===== src/rtl/adat_fogado.sv =====
// adat_fogado: serial test-data receiver for the QAM datapath.
// Deserialises the bit stream MSB-first into symbols and checks it
// against its own cyclic pattern (self-synchronising, lock + error count).
//
// Optional feature macro: ADAT_FOGADO_PATTERN_CHECK_EN
//   defined     -> pattern checker (history, FILL/HUNT/LOCKED FSM, err_cnt)
//   not defined -> checker removed; locked, bit_err, err_cnt tied to 0
//
// Ports:
//   clock        in   rising-edge clock
//   reset        in   synchronous active-low reset
//   adat_be      in   serial data bit
//   data_change  in   bit strobe (one bit per cycle where high)
//   clr_err      in   synchronous clear of err_cnt (wins over an error)
//   symbol       out  last completed symbol, first bit in MSB
//   sym_valid    out  one-cycle pulse when symbol is updated
//   locked       out  checker is in LOCKED
//   bit_err      out  one-cycle pulse on a mismatch while LOCKED
//   err_cnt      out  saturating count of bit_err pulses
module adat_fogado #(
    parameter int SYM_BITS = 4,
    parameter int PAT_LEN  = 28,
    parameter int LOCK_LEN = 28,
    parameter int LOS_LEN  = 3
) (
    input  logic                clock,
    input  logic                reset,
    input  logic                adat_be,
    input  logic                data_change,
    input  logic                clr_err,
    output logic [SYM_BITS-1:0] symbol,
    output logic                sym_valid,
    output logic                locked,
    output logic                bit_err,
    output logic [15:0]         err_cnt
);

    // ---------------- deserialiser ----------------
    localparam int CW = $clog2(SYM_BITS);

    logic [SYM_BITS-2:0] sh;
    logic [CW-1:0]       bcnt;
    logic [SYM_BITS-1:0] word;

    // Word including the bit being sampled this cycle.
    assign word = {sh, adat_be};

    always_ff @(posedge clock) begin
        if (!reset) begin
            sh        <= '0;
            bcnt      <= '0;
            symbol    <= '0;
            sym_valid <= 1'b0;
        end else begin
            sym_valid <= 1'b0;
            if (data_change) begin
                sh <= word[SYM_BITS-2:0];
                if (bcnt == CW'(SYM_BITS - 1)) begin
                    symbol    <= word;
                    sym_valid <= 1'b1;
                    bcnt      <= '0;
                end else begin
                    bcnt <= bcnt + CW'(1);
                end
            end
        end
    end

`ifdef ADAT_FOGADO_PATTERN_CHECK_EN
    // ---------------- pattern checker ----------------
    localparam int FW = (PAT_LEN > 1) ? $clog2(PAT_LEN) : 1;
    localparam int MW = $clog2(LOCK_LEN + 1);
    localparam int LW = $clog2(LOS_LEN + 1);

    typedef enum logic [1:0] {
        FILL   = 2'd0,
        HUNT   = 2'd1,
        LOCKED = 2'd2
    } st_t;

    st_t st, nxt;

    logic [PAT_LEN-1:0] hist;
    logic [FW-1:0]      fill_cnt;
    logic [MW-1:0]      match_cnt;
    logic [LW-1:0]      los_cnt;
    logic               match;
    logic               fill_done;
    logic               hunt_done;
    logic               los_done;

    // The pattern repeats every PAT_LEN bits, so the bit received
    // PAT_LEN strobes ago is the expected value of the current one.
    assign match     = (adat_be == hist[PAT_LEN-1]);
    assign fill_done = (fill_cnt == FW'(PAT_LEN - 1));
    assign hunt_done = match && (match_cnt == MW'(LOCK_LEN - 1));
    assign los_done  = !match && (los_cnt == LW'(LOS_LEN - 1));

    // State register
    always_ff @(posedge clock) begin
        if (!reset) st <= FILL;
        else        st <= nxt;
    end

    // Next-state logic
    always_comb begin
        nxt = st;
        if (data_change) begin
            unique case (st)
                FILL:    if (fill_done) nxt = HUNT;
                HUNT:    if (hunt_done) nxt = LOCKED;
                LOCKED:  if (los_done)  nxt = HUNT;
                default: nxt = FILL;
            endcase
        end
    end

    // Output logic
    always_comb begin
        locked = (st == LOCKED);
    end

    // History, counters and error reporting
    always_ff @(posedge clock) begin
        if (!reset) begin
            hist      <= '0;
            fill_cnt  <= '0;
            match_cnt <= '0;
            los_cnt   <= '0;
            bit_err   <= 1'b0;
        end else begin
            bit_err <= 1'b0;
            if (data_change) begin
                hist <= {hist[PAT_LEN-2:0], adat_be};
                unique case (st)
                    FILL: begin
                        fill_cnt <= fill_done ? '0 : fill_cnt + FW'(1);
                    end
                    HUNT: begin
                        los_cnt <= '0;
                        if (!match || hunt_done) match_cnt <= '0;
                        else match_cnt <= match_cnt + MW'(1);
                    end
                    LOCKED: begin
                        if (match) begin
                            los_cnt <= '0;
                        end else begin
                            bit_err <= 1'b1;
                            if (los_done) begin
                                los_cnt   <= '0;
                                match_cnt <= '0;
                            end else begin
                                los_cnt <= los_cnt + LW'(1);
                            end
                        end
                    end
                    default: fill_cnt <= '0;
                endcase
            end
        end
    end

    // err_cnt moves on the same edge that raises bit_err.
    always_ff @(posedge clock) begin
        if (!reset) begin
            err_cnt <= '0;
        end else if (clr_err) begin
            err_cnt <= '0;
        end else if (data_change && st == LOCKED && !match
                     && err_cnt != 16'hFFFF) begin
            err_cnt <= err_cnt + 16'd1;
        end
    end
`else
    logic unused_clr;

    assign locked     = 1'b0;
    assign bit_err    = 1'b0;
    assign err_cnt    = 16'd0;
    assign unused_clr = clr_err;
`endif

endmodule


===== config.mk =====
export PLATFORM = sky130hd
export DESIGN_NAME = adat_fogado
export DESIGN_NICKNAME = d
export VERILOG_FILES = /design/src/rtl/adat_fogado.sv
export SDC_FILE = /design/constraint.sdc
export NUM_CORES = 1
export LEC_CHECK = 0
export ABC_AREA = 1
export CORE_MARGIN = 8
export CORE_UTILIZATION = 34
export DETAILED_ROUTE_END_ITERATION = 8
export PLACE_DENSITY_LB_ADDON = 0.05
export SLEW_MARGIN = 25
export SYNTH_ARGS = -nofsm -noshare
export SYNTH_HDL_FRONTEND = slang
export SYNTH_SLANG_ARGS = --single-unit

===== constraint.sdc =====
create_clock -name clock -period 0.9 [get_ports clock]
set_input_delay 0.18 -clock clock [delete_from_list [all_inputs] [get_ports clock]]
set_output_delay 0.18 -clock clock [all_outputs]
set_load 0.05 [all_outputs]

# Yosys cells after proc, flatten, opt, wreduce, memory -nomap -nowiden
# Cells that the tools add are included.
dict set report word_totals {
  register_bits 10
  memories 0
  output_inout_bits 23
  mem_bits_rw 0
  mem_bits_ro 0
  in_bits 5
  latchBits 0
  elab_cells 10
}
dict set report classes {
  n_shift 0
  order_cmp 0
  n_addsub 1
  muxes 2
  bitwise_logic 0
  mul 0
  n_div 0
  n_reduce_logical 2
  eq_ne 1
}
# operator n
set op_table {}
lappend op_table {{$reduce_and 2->1} 2}
lappend op_table {{$add 2x1->2 const B} 1}
lappend op_table {{$eq 2x2->1 const B} 1}
lappend op_table {{$mux 2} 1}
lappend op_table {{$mux 1} 1}

# Logic depth before layout (Yosys ltp)
dict set report depth {
  ltp_word 2
  mapped_depth 6
  mapped_depth_nobuf 5
}

# Worst setup path before layout
# Ideal clock, no wire load.
dict set report synth_timing {
  path_type {register to register}
  start {register bcnt[0]}
  end {register symbol[3]}
  setup_time_ns 0.113
  path_stages_with_launch 7
  setup_slack_ns -0.052
  arrival_time_ns 0.839
  period_less_slack_ns 0.952
  cell_sequence {dfxtp_1 -> ha_1 -> buf_4 -> nand2_1 -> nand2_1 -> nand2_1 -> nor2_1}
}
dict set report synth_via {
  elab_chain_len 2
}
# element line_no
set synth_lines {}
lappend synth_lines {{start: declaration} 42} ;# logic [CW-1:0] bcnt;
lappend synth_lines {{start signal: assignment} 63} ;# bcnt <= bcnt + CW'(1);
lappend synth_lines {{$eq 2x2->1} 58} ;# if (bcnt == CW'(SYM_BITS - 1)) begin
lappend synth_lines {{$reduce_and 2->1 (no line)} --}
lappend synth_lines {{end signal: assignment} 59} ;# symbol <= word;
lappend synth_lines {{end: declaration} 31} ;# output logic [SYM_BITS-1:0] symbol,
# No other way between the ends.
# A chain may end at the register's enable or synchronous reset.

# Worst setup path in the final report
dict set report layout_timing {
  start {register symbol[2]}
  end {output port symbol[2]}
}
# No word-level cell between the ends.

==> flow_summary.json <==
{
  "status": "finished with violations",
  "failed_checks": "negative setup slack",
  "final.period_utilization": 1.04,
  "routed_via_density": 4.06,
  "cts.sinks": 10,
  "routed_wire_length_per_instance_um": 10.9,
  "grt_antenna_before_repair": 0,
  "clock-skew-final_ns": 0.00464,
  "p_per_area_nw_per_um2": 1520,
  "postSynthAreaPerCell_um2": 7.47,
  "netlist_instances": 74,
  "multi_input_area_um2": 294,
  "placedInstanceArea_um2": 647,
  "synth_seq_cells": 10,
  "final_design_area_no_fill_um2": 742,
  "detail_route.iter0.violations": 3,
  "ctsLongestPathBuffers": 2,
  "h-tree-depth": 1,
  "final_antenna_net_count": 0,
  "leakage_nw": 0.352,
  "cts.reportedPaths.clkPinSlew_ns": 0.06,
  "fill_cells": 152,
  "hold_path_class": "input pin to flop",
  "power.ir.vdd_worst_uv": 873,
  "synth_most_common_cell": "buf_4",
  "min_period_ns": 0.933,
  "postSynth.topFlopCell": "dfxtp_1",
  "startpoint_type": "flop",
  "synth.yosys.warnings": 0,
  "cts_tree": "done",
  "grt_pass1_vias": 433,
  "proportion_of_synthesized_flip_flops_having_asynchronous_set_or_reset": 0,
  "first_pass_iters": 2,
  "routed_wl_um": 1110,
  "synth.top_cell.area_share": 0.362,
  "die-height_um": 56.3,
  "fin_tns_setup_ns": -0.130,
  "clock-root-buffer": "clkbuf_4",
  "synth.area.top_cells": "dfxtp_1, buf_4, nor2_1, nand2_1, ha_1",
  "dp.cells": 98,
  "grt_start_max_net_pins": 11,
  "synth.distinct_cells": 11,
  "final_worst_setup_slack_ns": -0.0330,
  "tritoncts.num_buffers": 3,
  "report.final.slew_viol_count": 0,
  "synth_edf_count": 0,
  "share_of_synthesized_area_occupied_by_flip_flops_and_latches": 0.362,
  "die_width_um": 56.3,
  "start_util": 0.363,
  "critical_path.cell_chain": "buf_12",
  "grt_setup_unrepaired": "yes",
  "commonest_cells_post_synth": "buf_4, nor2_1, dfxtp_1",
  "overflow_after_grt": 0,
  "worst-r2r-setup-slack_ns": 0.01,
  "design.final.nets": 95,
  "cp_top_family": "flip-flops",
  "slowest_stage": "dfxtp_2",
  "area_growth_pct": 34.2,
  "worst_skew_pair.late_latency_ns": 0.26,
  "grtUsageTotal": 0.0719,
  "slowest_delay_ns": 0.35,
  "cp_max_fo": 2,
  "design_power_total_mw": 1.13,
  "routabilityCongestion": 0.739,
  "total_half_perimeter_wirelength_after_legalization_and_detailed_placement_um": 798,
  "drv.max_cap_violation_count": 0,
  "boundaryPins": 28,
  "timing.fmax_mhz": 1070,
  "io_buffers": 8,
  "final_hold_viol_count": 0,
  "final-seq-area_um2": 214,
  "std_cell_rows": 14,
  "synth_largest_area_cell": "dfxtp_1",
  "grt_first_pass_wirelength_um": 1880,
  "syn_area_um2": 553,
  "path_class": "flop to output port",
  "floorplan.die_area_um2": 3170,
  "coreArea_um2": 1520,
  "antenna_cells_inserted": 0,
  "worst_ep_required_time_ns": 0.72,
  "finalSetupViolations": 5,
  "worstSetupEndpointType": "output port",
  "num_vias": 414,
  "finalNonFillerCells": 102,
  "timing.critical_path.arrival_ns": 0.75,
  "crit_buf_inv": 1,
  "drcViolationCount": 0,
  "drive_above_1_share": 0.337
}
==> area by class of cell <==
type | count | share of cell area
Tap cell | 16 | 0.0270
Sequential cell | 10 | 0.288
Clock buffer | 3 | 0.0304
Timing Repair Buffer | 13 | 0.233
Inverter | 5 | 0.0253
Multi-Input combinational cell | 55 | 0.396
==> final timing paths <==
check	endpoint	from	depth (start not counted)
worst max-delay path	symbol[2]	symbol[2]	1
worst min-delay path	symbol[2]	data_change	4
worst max register to register	sym_valid	bcnt[0]	3
worst min register to register	symbol[3]	sh[2]	2
==> stage by stage <==
stage               setup WS (ns)   util  hold slack [ns]
finish                    -0.0330  0.487            0.400
global route              -0.0631  0.487            0.443
CTS                       -0.0396  0.452            0.399
floorplan                -0.00386      -            0.315
detailed placement         -0.292  0.424            0.476
global placement           -0.290  0.424            0.473
==> sequential cells by signal, summed over array words and instances (netlist names) <==
signal,flops
symbol,4
sh,3
sym_valid,1
bcnt,2
==> kinds of logic (layout without fill, tap and decap cells) <==
family,after synthesis,after routing,synth area share
AOI/OAI and AO/OA,7,7,0.0633
adders and majority gates,2,2,0.0452
buffers and inverters,26,21,0.319
DFF,10,10,0.362
other,1,18,0.00678
and+or+nand+nor,28,28,0.204
==> repair_timing <==
item / in CTS / in global routing
buffers inserted: 0 / 1
hold buffers: 0 / 0
gates resized for setup: 10 / 11
cloned: 0 / 0
setup endpoints to repair: 12 / 12
hold endpoints to repair: 0 / 0
pin swaps: 0 / 5
==> metal layers <==
layer  wire length [um]  vias up  track usage
met5                  0        -            0
met4                 17        0       0.0412
met3                112        2       0.0427
met2                486       16        0.103
met1                491      182       0.0799
li1                   -      214            -
==> layout by cell type, fill, tap and decap left out, types with 3 or more instances in the layout <==
cell type	n
conb_1	18
nor2_1	14
nand2_1	6
inv_1	5
buf_12	5
dfxtp_2	5
o21ai_0	4
a21oi_1	3
clkbuf_4	3
buf_4	3
dfxtp_1	3
==> power breakdown <==
part	total [mW]	internal, mW	switching (mW)
Combinational	0.337	0.0866	0.250
Sequential	0.488	0.466	0.0219
Clock	0.304	0.154	0.150
Total	1.13	0.707	0.422
Note: power is estimated with default switching activity, not from simulation.
